<file path="config.mk">
export PLATFORM = sky130hd
export DESIGN_NAME = ins_dispatch_ctrl_flat
export DESIGN_NICKNAME = d
export VERILOG_FILES = /design/src/rtl/ins_dispatch_ctrl_pkg.sv /design/src/rtl/ins_dispatch_ctrl_if.sv /design/src/rtl/ins_dispatch_ctrl_fetch_pipe.sv /design/src/rtl/ins_dispatch_ctrl.sv /design/src/flat_wrapper.sv
export SDC_FILE = /design/constraint.sdc
export NUM_CORES = 1
export LEC_CHECK = 0
export CORE_UTILIZATION = 50
export DETAILED_ROUTE_END_ITERATION = 12
export HOLD_SLACK_MARGIN = 0.06
export PLACE_DENSITY_LB_ADDON = 0.08
export SLEW_MARGIN = 40
export SYNTH_ARGS = -nofsm -noshare
export SYNTH_HDL_FRONTEND = slang
export SYNTH_SLANG_ARGS = --single-unit
</file>
<file path="constraint.sdc">
create_clock -name clk -period 9.93 [get_ports clk]
set_input_delay 2.979 -clock clk [delete_from_list [all_inputs] [get_ports clk]]
set_output_delay 2.979 -clock clk [all_outputs]
set_load 0.05 [all_outputs]
</file>
<file path="src/rtl/ins_dispatch_ctrl_pkg.sv">
// Shared constants for the instruction dispatcher: opcodes, error codes, FSM states.
// INS_RAM_DATA_WIDTH may be supplied by the build; 32 is the fallback word width.
`ifndef INS_RAM_DATA_WIDTH
`define INS_RAM_DATA_WIDTH 32
`endif

package ins_dispatch_ctrl_pkg;

  localparam int INS_ADDR_W_DEF = 10;
  localparam int INS_DW_DEF     = `INS_RAM_DATA_WIDTH;
  localparam int OPC_W_DEF      = 8;
  localparam int N_UNITS_DEF    = 4;
  localparam int RD_LAT_DEF     = 2;

  localparam logic [7:0] OPC_END   = 8'd0;
  localparam logic [7:0] OPC_CONV  = 8'd1;
  localparam logic [7:0] OPC_UNIT1 = 8'd2;
  localparam logic [7:0] OPC_UNIT2 = 8'd3;
  localparam logic [7:0] OPC_UNIT3 = 8'd4;

  typedef enum logic [1:0] {
    ERR_NONE          = 2'd0,
    ERR_ILLEGAL_OPC   = 2'd1,
    ERR_SPURIOUS_DONE = 2'd2
  } err_code_e;

  typedef enum logic [2:0] {
    ST_IDLE,
    ST_FETCH,
    ST_WAIT_RD,
    ST_DISPATCH,
    ST_EXEC,
    ST_FIN,
    ST_ERR
  } state_e;

endpackage

</file>
<file path="src/rtl/ins_dispatch_ctrl_if.sv">
// Bundle of program control, instruction RAM and execution unit signals.
// master is the dispatcher side, slave is the environment (host, RAM, units).
interface ins_dispatch_ctrl_if
  import ins_dispatch_ctrl_pkg::*;
#(
  parameter int INS_ADDR_W = INS_ADDR_W_DEF,
  parameter int INS_DW     = INS_DW_DEF,
  parameter int N_UNITS    = N_UNITS_DEF
) ();

  logic                  start_pulse;
  logic [INS_ADDR_W-1:0] ins_base_addr;
  logic [15:0]           ins_count;
  logic                  done_pulse;
  logic                  err_pulse;
  logic [1:0]            err_code;
  logic                  busy;
  logic [15:0]           n_exec;
  logic                  ins_ram_rd_en;
  logic [INS_ADDR_W-1:0] ins_ram_rd_addr;
  logic [INS_DW-1:0]     ins_ram_dout;
  logic [INS_DW-1:0]     unit_ins;
  logic [N_UNITS-1:0]    unit_start_pulse;
  logic [N_UNITS-1:0]    unit_done_pulse;

  modport master (
    input  start_pulse, ins_base_addr, ins_count, ins_ram_dout, unit_done_pulse,
    output done_pulse, err_pulse, err_code, busy, n_exec,
           ins_ram_rd_en, ins_ram_rd_addr, unit_ins, unit_start_pulse
  );

  modport slave (
    output start_pulse, ins_base_addr, ins_count, ins_ram_dout, unit_done_pulse,
    input  done_pulse, err_pulse, err_code, busy, n_exec,
           ins_ram_rd_en, ins_ram_rd_addr, unit_ins, unit_start_pulse
  );

endinterface

</file>
<file path="src/rtl/ins_dispatch_ctrl_fetch_pipe.sv">
// Instruction RAM read-latency tracker and capture register for the broadcast word.
// The captured word only changes on a completed read, so it stays stable through execution.
module ins_fetch_pipe
  import ins_dispatch_ctrl_pkg::*;
#(
  parameter int INS_DW = INS_DW_DEF,
  parameter int OPC_W  = OPC_W_DEF,
  parameter int RD_LAT = RD_LAT_DEF
) (
  input  logic              clk,
  input  logic              rst,
  input  logic              launch_i,
  input  logic              wait_i,
  input  logic [INS_DW-1:0] ram_dout_i,
  output logic              rd_valid_o,
  output logic [INS_DW-1:0] unit_ins_o,
  output logic [OPC_W-1:0]  opc_o
);

  localparam int CNT_W = $clog2(RD_LAT + 1);

  logic [CNT_W-1:0]  cnt_q;
  logic [INS_DW-1:0] ins_q;
  logic [OPC_W-1:0]  opc_q;

  // Launch coincides with the strobe cycle; data lands RD_LAT cycles later.
  assign rd_valid_o = wait_i && (cnt_q == '0);
  assign unit_ins_o = ins_q;
  assign opc_o      = opc_q;

  always_ff @(posedge clk) begin
    if (rst) begin
      cnt_q <= '0;
      ins_q <= '0;
      opc_q <= '0;
    end else begin
      if (launch_i) begin
        cnt_q <= CNT_W'(RD_LAT - 1);
      end else if (wait_i && (cnt_q != '0)) begin
        cnt_q <= cnt_q - CNT_W'(1);
      end
      if (rd_valid_o) begin
        ins_q <= ram_dout_i;
        opc_q <= ram_dout_i[OPC_W-1:0];
      end
    end
  end

endmodule

</file>
<file path="src/rtl/ins_dispatch_ctrl.sv">
// Instruction sequencer: fetches, decodes and dispatches one instruction at a time
// to a single execution unit, waiting for its done before fetching the next.
module ins_dispatch_ctrl
  import ins_dispatch_ctrl_pkg::*;
#(
  parameter int INS_ADDR_W = INS_ADDR_W_DEF,
  parameter int INS_DW     = INS_DW_DEF,
  parameter int OPC_W      = OPC_W_DEF,
  parameter int N_UNITS    = N_UNITS_DEF,
  parameter int RD_LAT     = RD_LAT_DEF
) (
  input  logic                clk,
  input  logic                rst,
  ins_dispatch_ctrl_if.master ctrl_io
);

  state_e                state_q;
  logic [INS_ADDR_W-1:0] pc_q;
  logic [15:0]           n_left_q;
  logic [15:0]           n_exec_q;
  err_code_e             err_code_q;
  logic                  busy_q;
  logic                  done_q;
  logic                  err_q;
  logic                  rd_en_q;
  logic [INS_ADDR_W-1:0] rd_addr_q;
  logic [N_UNITS-1:0]    start_q;

  logic                  rd_valid;
  logic [INS_DW-1:0]     unit_ins;
  logic [OPC_W-1:0]      opc;
  logic [N_UNITS-1:0]    opc_hot;
  logic [N_UNITS-1:0]    unit_done;
  logic                  any_done;
  logic                  stray_done;
  logic                  sel_done;

  ins_fetch_pipe #(
    .INS_DW (INS_DW),
    .OPC_W  (OPC_W),
    .RD_LAT (RD_LAT)
  ) u_fetch_pipe (
    .clk        (clk),
    .rst        (rst),
    .launch_i   (state_q == ST_FETCH),
    .wait_i     (state_q == ST_WAIT_RD),
    .ram_dout_i (ctrl_io.ins_ram_dout),
    .rd_valid_o (rd_valid),
    .unit_ins_o (unit_ins),
    .opc_o      (opc)
  );

  for (genvar gi = 0; gi < N_UNITS; gi++) begin : g_opc_dec
    assign opc_hot[gi] = (opc == OPC_W'(gi + 1));
  end

  assign unit_done  = ctrl_io.unit_done_pulse;
  assign any_done   = |unit_done;
  assign stray_done = |(unit_done & ~opc_hot);
  assign sel_done   = |(unit_done & opc_hot);

  always_ff @(posedge clk) begin
    if (rst) begin
      state_q    <= ST_IDLE;
      pc_q       <= '0;
      n_left_q   <= '0;
      n_exec_q   <= '0;
      err_code_q <= ERR_NONE;
      busy_q     <= 1'b0;
      done_q     <= 1'b0;
      err_q      <= 1'b0;
      rd_en_q    <= 1'b0;
      rd_addr_q  <= '0;
      start_q    <= '0;
    end else begin
      done_q  <= 1'b0;
      err_q   <= 1'b0;
      rd_en_q <= 1'b0;
      start_q <= '0;
      case (state_q)
        ST_IDLE: begin
          // busy is still high here only in the cycle right after done_pulse
          if (busy_q && any_done) begin
            err_code_q <= ERR_SPURIOUS_DONE;
            state_q    <= ST_ERR;
          end else begin
            busy_q <= 1'b0;
            if (ctrl_io.start_pulse) begin
              pc_q       <= ctrl_io.ins_base_addr;
              n_left_q   <= ctrl_io.ins_count;
              n_exec_q   <= '0;
              err_code_q <= ERR_NONE;
              busy_q     <= 1'b1;
              if (ctrl_io.ins_count == 16'd0) begin
                state_q <= ST_FIN;
              end else begin
                rd_en_q   <= 1'b1;
                rd_addr_q <= ctrl_io.ins_base_addr;
                state_q   <= ST_FETCH;
              end
            end
          end
        end
        ST_FETCH, ST_WAIT_RD: begin
          if (any_done) begin
            err_code_q <= ERR_SPURIOUS_DONE;
            state_q    <= ST_ERR;
          end else if (state_q == ST_FETCH) begin
            state_q <= ST_WAIT_RD;
          end else if (rd_valid) begin
            state_q <= ST_DISPATCH;
          end
        end
        ST_DISPATCH: begin
          if (any_done) begin
            err_code_q <= ERR_SPURIOUS_DONE;
            state_q    <= ST_ERR;
          end else if (opc == OPC_W'(OPC_END)) begin
            state_q <= ST_FIN;
          end else if (opc <= OPC_W'(N_UNITS)) begin
            start_q <= opc_hot;
            if (n_exec_q != 16'hFFFF) begin
              n_exec_q <= n_exec_q + 16'd1;
            end
            state_q <= ST_EXEC;
          end else begin
            err_code_q <= ERR_ILLEGAL_OPC;
            state_q    <= ST_ERR;
          end
        end
        ST_EXEC: begin
          if (stray_done) begin
            err_code_q <= ERR_SPURIOUS_DONE;
            state_q    <= ST_ERR;
          end else if (sel_done) begin
            n_left_q <= n_left_q - 16'd1;
            if (n_left_q == 16'd1) begin
              state_q <= ST_FIN;
            end else begin
              pc_q      <= pc_q + INS_ADDR_W'(1);
              rd_addr_q <= pc_q + INS_ADDR_W'(1);
              rd_en_q   <= 1'b1;
              state_q   <= ST_FETCH;
            end
          end
        end
        ST_FIN: begin
          done_q  <= 1'b1;
          state_q <= ST_IDLE;
        end
        ST_ERR: begin
          err_q   <= 1'b1;
          busy_q  <= 1'b0;
          state_q <= ST_IDLE;
        end
        default: state_q <= ST_IDLE;
      endcase
    end
  end

  assign ctrl_io.done_pulse       = done_q;
  assign ctrl_io.err_pulse        = err_q;
  assign ctrl_io.err_code         = err_code_q;
  assign ctrl_io.busy             = busy_q;
  assign ctrl_io.n_exec           = n_exec_q;
  assign ctrl_io.ins_ram_rd_en    = rd_en_q;
  assign ctrl_io.ins_ram_rd_addr  = rd_addr_q;
  assign ctrl_io.unit_ins         = unit_ins;
  assign ctrl_io.unit_start_pulse = start_q;

endmodule

</file>
<file path="src/flat_wrapper.sv">
// flat-port wrapper written by rule: the top's interface ports become plain ports
module ins_dispatch_ctrl_flat import ins_dispatch_ctrl_pkg::*;
#(
  parameter int INS_ADDR_W = INS_ADDR_W_DEF,
  parameter int INS_DW     = INS_DW_DEF,
  parameter int OPC_W      = OPC_W_DEF,
  parameter int N_UNITS    = N_UNITS_DEF,
  parameter int RD_LAT     = RD_LAT_DEF
)
  (clk, rst, ctrl_io_start_pulse, ctrl_io_ins_base_addr, ctrl_io_ins_count, ctrl_io_ins_ram_dout, ctrl_io_unit_done_pulse, ctrl_io_done_pulse, ctrl_io_err_pulse, ctrl_io_err_code, ctrl_io_busy, ctrl_io_n_exec, ctrl_io_ins_ram_rd_en, ctrl_io_ins_ram_rd_addr, ctrl_io_unit_ins, ctrl_io_unit_start_pulse);
  ins_dispatch_ctrl_if #(.INS_ADDR_W(INS_ADDR_W), .INS_DW(INS_DW), .N_UNITS(N_UNITS)) ctrl_io_i ();
  input  logic clk;
  input  logic rst;
  input wire logic [$bits(ctrl_io_i.start_pulse)-1:0] ctrl_io_start_pulse;
  input wire logic [$bits(ctrl_io_i.ins_base_addr)-1:0] ctrl_io_ins_base_addr;
  input wire logic [$bits(ctrl_io_i.ins_count)-1:0] ctrl_io_ins_count;
  input wire logic [$bits(ctrl_io_i.ins_ram_dout)-1:0] ctrl_io_ins_ram_dout;
  input wire logic [$bits(ctrl_io_i.unit_done_pulse)-1:0] ctrl_io_unit_done_pulse;
  output wire logic [$bits(ctrl_io_i.done_pulse)-1:0] ctrl_io_done_pulse;
  output wire logic [$bits(ctrl_io_i.err_pulse)-1:0] ctrl_io_err_pulse;
  output wire logic [$bits(ctrl_io_i.err_code)-1:0] ctrl_io_err_code;
  output wire logic [$bits(ctrl_io_i.busy)-1:0] ctrl_io_busy;
  output wire logic [$bits(ctrl_io_i.n_exec)-1:0] ctrl_io_n_exec;
  output wire logic [$bits(ctrl_io_i.ins_ram_rd_en)-1:0] ctrl_io_ins_ram_rd_en;
  output wire logic [$bits(ctrl_io_i.ins_ram_rd_addr)-1:0] ctrl_io_ins_ram_rd_addr;
  output wire logic [$bits(ctrl_io_i.unit_ins)-1:0] ctrl_io_unit_ins;
  output wire logic [$bits(ctrl_io_i.unit_start_pulse)-1:0] ctrl_io_unit_start_pulse;
  assign ctrl_io_i.start_pulse = ctrl_io_start_pulse;
  assign ctrl_io_i.ins_base_addr = ctrl_io_ins_base_addr;
  assign ctrl_io_i.ins_count = ctrl_io_ins_count;
  assign ctrl_io_i.ins_ram_dout = ctrl_io_ins_ram_dout;
  assign ctrl_io_i.unit_done_pulse = ctrl_io_unit_done_pulse;
  assign ctrl_io_done_pulse = ctrl_io_i.done_pulse;
  assign ctrl_io_err_pulse = ctrl_io_i.err_pulse;
  assign ctrl_io_err_code = ctrl_io_i.err_code;
  assign ctrl_io_busy = ctrl_io_i.busy;
  assign ctrl_io_n_exec = ctrl_io_i.n_exec;
  assign ctrl_io_ins_ram_rd_en = ctrl_io_i.ins_ram_rd_en;
  assign ctrl_io_ins_ram_rd_addr = ctrl_io_i.ins_ram_rd_addr;
  assign ctrl_io_unit_ins = ctrl_io_i.unit_ins;
  assign ctrl_io_unit_start_pulse = ctrl_io_i.unit_start_pulse;
  ins_dispatch_ctrl #(.INS_ADDR_W(INS_ADDR_W), .INS_DW(INS_DW), .OPC_W(OPC_W), .N_UNITS(N_UNITS), .RD_LAT(RD_LAT)) u_core (.clk(clk), .rst(rst), .ctrl_io(ctrl_io_i));
endmodule
</file>
# ---- Word level (Yosys, flattened, before mapping)
# Cells that the tools add are included.
dict set report op_classes {
  eq_ne 29
  n_lt_le_gt_ge 1
  add_sub_neg 4
  n_mux 57
  bitwise_logic 5
  n_reduce_logical 26
}
# operator n
set op_table {}
lappend op_table {{$mux W16} 10}
lappend op_table {{$mux W10} 8}
lappend op_table {{$pmux W16 S2} 2}
lappend op_table {{$pmux W10 S2} 2}
lappend op_table {{$mux W3} 11}
lappend op_table {{$add A16 B1 Y16 const B} 1}
lappend op_table {{$eq A16 B1 Y1 const B} 1}
lappend op_table {{$eq A8 B2 Y1 const B} 2}
lappend op_table {{$logic_not A16 Y1} 1}
lappend op_table {{$mux W2} 8}
lappend op_table {{$ne A16 B16 Y1 const B} 1}
lappend op_table {{$sub A16 B1 Y16 const B} 1}
lappend op_table {{$ne A2 B2 Y1 const B} 7}
lappend op_table {{$reduce_and A7 Y1} 2}
lappend op_table {{$mux W1} 12}
lappend op_table {{$pmux W3 S4} 1}
lappend op_table {{$reduce_and A6 Y1} 2}
lappend op_table {{$reduce_or A4 Y1} 3}
lappend op_table {{$add A10 B1 Y10 const B} 1}
lappend op_table {{$ne A2 B1 Y1 const B} 5}
lappend op_table {{$reduce_bool A2 Y1} 5}
lappend op_table {{$eq A3 B3 Y1 const B} 3}
lappend op_table {{$ne A3 B2 Y1 const B} 3}
lappend op_table {{$and A4 B4 Y4} 2}
lappend op_table {{22 further kinds} 28}
dict set report word_totals {
  out_inout_bits 68
  ff_bits 107
}

# ---- Depth between registers and ports, before layout
dict set report depth {
  word_depth 6
  ltp_mapped 9
}

# ---- Hierarchy
# Synthesis repeated with hierarchy kept, for this count alone.
dict set report hier_totals {
  hier_cells 656
  hier_area_um2 5391.4
}
# module cells_per_inst n_inst area_each_um2 seq_area_each_um2
set by_module_without_submodules {}
lappend by_module_without_submodules {ins_dispatch_ctrl 490 1 3771.1 1301.2}
lappend by_module_without_submodules {ins_fetch_pipe 166 1 1620.3 680.7}

# ---- Worst setup path before layout
# Ideal clock, no wire load.
dict set report synth_path {
  path_kind {in2reg}
  startpoint {input ctrl_io_unit_done_pulse[0]}
  endpoint {register u_core.rd_addr_q[4], in the netlist u_core.ctrl_io.ins_ram_rd_addr[4]}
  setup_time_ns 0.121
  setup_slack_ns 4.773
  t_arrival_ns 5.036
  stages 7
  cell_sequence {o41ai_1 -> a21oi_1 -> or4_1 -> buf_2 -> or3_4 -> buf_6 -> mux2_4}
}
dict set report synth_via {
  elab_chain_len 4
}
# item line_no
set synth_lines {}
lappend synth_lines {{start, declared} flat_wrapper.sv:18} ;# input wire logic [$bits(ctrl_io_i.unit_done_pulse)-1:0] ctrl_io_unit_done_pulse;
lappend synth_lines {{$and A4 B4 Y4, or another cell as far along} ins_dispatch_ctrl.sv:59} ;# assign stray_done = |(unit_done & ~opc_hot);
lappend synth_lines {{$reduce_or A4 Y1, or another cell as far along} ins_dispatch_ctrl.sv:59}
lappend synth_lines {{$ne A2 B2 Y1 (no line) / $ne A2 B1 Y1 (equally long branches)} n/a}
lappend synth_lines {{$reduce_and A7 Y1 (no line) *} n/a}
lappend synth_lines {{end signal, assigned} ins_dispatch_ctrl.sv:98} ;# rd_addr_q <= ctrl_io.ins_base_addr;
lappend synth_lines {{end signal, assigned} ins_dispatch_ctrl.sv:141} ;# rd_addr_q <= pc_q + INS_ADDR_W'(1);
lappend synth_lines {{end, declared} ins_dispatch_ctrl.sv:26} ;# logic [INS_ADDR_W-1:0] rd_addr_q;
# Mark *: on every way between the ends. The rest lies on a longest branch, timed or not.
# A chain may end at the register's enable or synchronous reset.

# ---- Worst setup path after layout
# Same ends and word-level chain as after synthesis.

==> summary.txt <==
STA
  – Worst Slack Setup Final: between 4 and 5 ns
  – Fin crit period: 5.62 ns
  – Final Hold Viols: 0
  – Worst Tran Pin Value: around 0.8 ns
  – Fin Clk Skew: 0.0102 ns
  – RSZ-0062 raised after global routing: false
  – Fin crit share: between 50% and 60%
  – Setup violators final: 0
  – Final-report max-slew violation count: 0
  – Total negative slack: 0 ns
  – Slew HR: 47.9%
  – Fmax: 0.178 GHz

Route
  – DR WL/cell: roughly 16 um
  – ANT nets after route: 0
  – DRT Wirelength: about 14000 um
  – DRT Pass-1 Iters: 6
  – DRC Markers: 0
  – DR vias/cell: slightly below 6
  – Via Count: approximately 5k
  – Initial DRC count: between 300 and 400

Min path
  – Tightest Hold Check Type: flop to flop
  – Hold path start: u_core.u_fetch_pipe.unit_ins_o[16]

Cells and area
  – Share of layout cells above drive strength 1: ~5.2%
  – Layout fillers: 866
  – Area Overhead vs Synth: 30.9%
  – Most common cell after layout, fill and taps aside: clkdlybuf4s50_1
  – Final Util: between 60 and 70%
  – Most frequent cells in the layout: clkdlybuf4s50_1 (131), nand2_1 (129), dfxtp_1 (99)
  – ANT cells: 0
  – Nets: just over 800

Status
  – Status: complete, no violations

Global route
  – Vias in the first global route: ~4.8k
  – First-pass GRT wire length: around 23000 um
  – Initial antenna violation count: 0
  – Grt ovf: 0
  – GRT Total Usage: around 28%
  – Largest net degree at the start of global routing: 71

Floorplanning
  – # IOs: about 130
  – Core region area: slightly below 0.01 sq mm
  – Initial Utilization: between 50 and 60%
  – Std cell rows: 36
  – Die width: between 100 and 150 um
  – Die area: approximately 0.010 sq mm
  – Die H: 102 um

Critical path
  – Worst EP required: between 10 and 15 ns
  – Top cell family by delay on the critical path: simple AND/OR/NAND/NOR gates
  – Critical path destination: u_core.ctrl_io.ins_ram_rd_addr[4]
  – Worst r2r src: u_core.u_fetch_pipe.unit_ins_o[1]
  – FF-to-FF path depth: 6
  – WS Path Type: input port to flop
  – CP cell instances: clkdlybuf4s50_1 > o41ai_2 > a21oi_1 > or4_1 > or3_4 > mux2_4
  – Critical path fanouts, max: 16
  – CP max-delay cell: or4_1
  – Setup crit start kind: input port
  – Critical path depth in cells: 6
  – Worst path max stage delay: around 0.71 ns
  – Flop2flop setup slack: 6.89 ns
  – Critical path arrival: about 5.9 ns
  – Crit end category: flop
  – Crit path launch: ctrl_io_unit_done_pulse[0]
  – Critical R2R Capture: u_core.ctrl_io.ins_ram_rd_addr[4]
  – Crit path buf inv count: 1

Clock network
  – H-tree depth: 3
  – CTS Buf Count: 9
  – CTS sink count: a little under 100
  – Clock transition at path regs: 0.10 ns
  – Post-CTS setup buffers: 0
  – Cts repair resizes: 0
  – CTS Hold Bufs: 0
  – Worst-Skew Late Latency: around 0.38 ns
  – Root buf cell: clkbuf_8
  – Clock tree buffer depth: 2
  – CTS tree: done

Yosys
  – Seq cells post-synth: 99
  – Post-synth top flop: dfxtp_1
  – Post-synth top area share: 39.7%
  – Dominant cells by area after synthesis: dfxtp_1 (40%), nand2_1 (9.9%), a21oi_1 (7.6%)
  – Synthesized area per cell: around 7.8 sq um
  – Number of synthesized flops with an enable pin: 0
  – Ys Warns: 0
  – Syn nets: 710
  – Largest area contributor in the netlist: dfxtp_1
  – Netlist cell types: 61
  – Async SR Flop Fraction: 0%
  – Syn Inst Count: 640
  – Mapped Area: 0.00499 sq mm
  – Register area share after synthesis: approximately 40%

Power and ir drop
  – Worst vdd ir: about 0.14 mV
  – Pwr dens: 269 mW/mm^2
  – Pleak: approximately 2.3 nW

Place
  – Port-buffer cells: 132
  – Dpl hpwl: around 9500 um
  – Routability cong.: 0.899
  – DP Worst Slack: roughly 3.7 ns

Flow run
  – Max_cap viols: 0
==> per-layer routing <==
| layer | vias up | global-route usage [%] | wire length, um |
|---|---|---|---|
| met5 | - | 0 | 0 |
| met4 | 0 | 11.1 | 337 |
| li1 | 2500 | - | - |
| met1 | 2338 | 34.7 | 5860 |
| met2 | 212 | 46.3 | 6610 |
| met3 | 31 | 5.61 | 1080 |
==> registers in the layout, indices dropped and copies added, names as in the netlist <==
register / cells
u_core.u_fetch_pipe.unit_ins_o: 32
u_core.ctrl_io.n_exec: 16
u_core.n_left_q: 16
u_core.ctrl_io.ins_ram_rd_addr: 10
u_core.pc_q: 10
u_core.ctrl_io.unit_start_pulse: 4
u_core.state_q: 3
u_core.ctrl_io.err_code: 2
u_core.u_fetch_pipe.cnt_q: 2
u_core.ctrl_io.busy: 1
u_core.ctrl_io.done_pulse: 1
u_core.ctrl_io.err_pulse: 1
u_core.ctrl_io.ins_ram_rd_en: 1
==> area by class of cell <==
cell class                 count  area, sq um  area share [%]
tap                          133          166            2.55
clock buffer                   9          124            1.90
inverter                       8         30.0           0.460
timing repair buffer         137         1350            20.7
multi-input combinational    488         2820            43.2
sequential                    99         1980            30.4
clock inverter                 7         51.3           0.786
==> synth_stat cells, types with 3 or more instances <==
library cell and instances:
a211oi_1 13, a21o_1 3, a21oi_1 76, a31oi_1 5, and2_1 3, and3_1 6, buf_2 3, clkbuf_1 40
dfxtp_1 99, ha_1 5, inv_1 8, mux2i_1 12, nand2_1 131, nand2b_1 4, nand3_1 22, nand4_1 5
nor2_1 51, nor2b_1 5, nor3_1 13, nor3b_1 7, nor4_1 14, o211ai_1 9, o21a_1 3, o21ai_0 16
o32ai_1 13, o41ai_1 3, or3_1 5, or4_1 7, xnor2_1 10, xor2_1 9
==> worst min path at each step <==
stage / end / slack (ns) / depth (start not counted)
detailed placement: u_core.u_fetch_pipe.unit_ins_o[16] / 0.45 / 2
global placement: u_core.u_fetch_pipe.unit_ins_o[17] / 0.44 / 2
floorplan: u_core.n_left_q[15] / 0.44 / 2
finish: u_core.u_fetch_pipe.unit_ins_o[16] / 0.46 / 2
CTS: u_core.u_fetch_pipe.unit_ins_o[16] / 0.46 / 2
global route: u_core.u_fetch_pipe.unit_ins_o[16] / 0.48 / 2
==> power by group <==
| group | internal (mW) | switching, mW |
|---|---|---|
| combinational | 0.319 | 0.608 |
| clock | 0.0924 | 0.150 |
| sequential | 0.490 | 0.0950 |
==> through the flow <==
step           hold slack [ns]  power (mW)  std cells  instance area, sq um
2_1_floorplan            0.439        1.25        640                  4990
6_report                 0.457        1.75        881                  6530
3_5_place_dp             0.447        1.51        865                  6340
4_1_cts                  0.461        1.75        881                  6520
5_1_grt                  0.481        1.87        881                  6530
3_3_place_gp             0.441        1.48        865                  6330
==> kinds of logic after synthesis <==
group | synth area share, %
AO/OA/AOI/OAI | 20.7
multiplexers | 3.46
adder cells (fa/ha/maj) | 1.25
buffers and inverters | 4.22
flip-flops | 39.7
XOR/XNOR | 3.34
AND/OR/NAND/NOR | 27.3
==> worst min-delay path: cells and delay by family (launching register included) <==
kind	cells	cell delay (ns)
flops	1	0.32
simple gates	1	0.05
compound gates	1	0.05
Power figures use the tool's default switching activity.
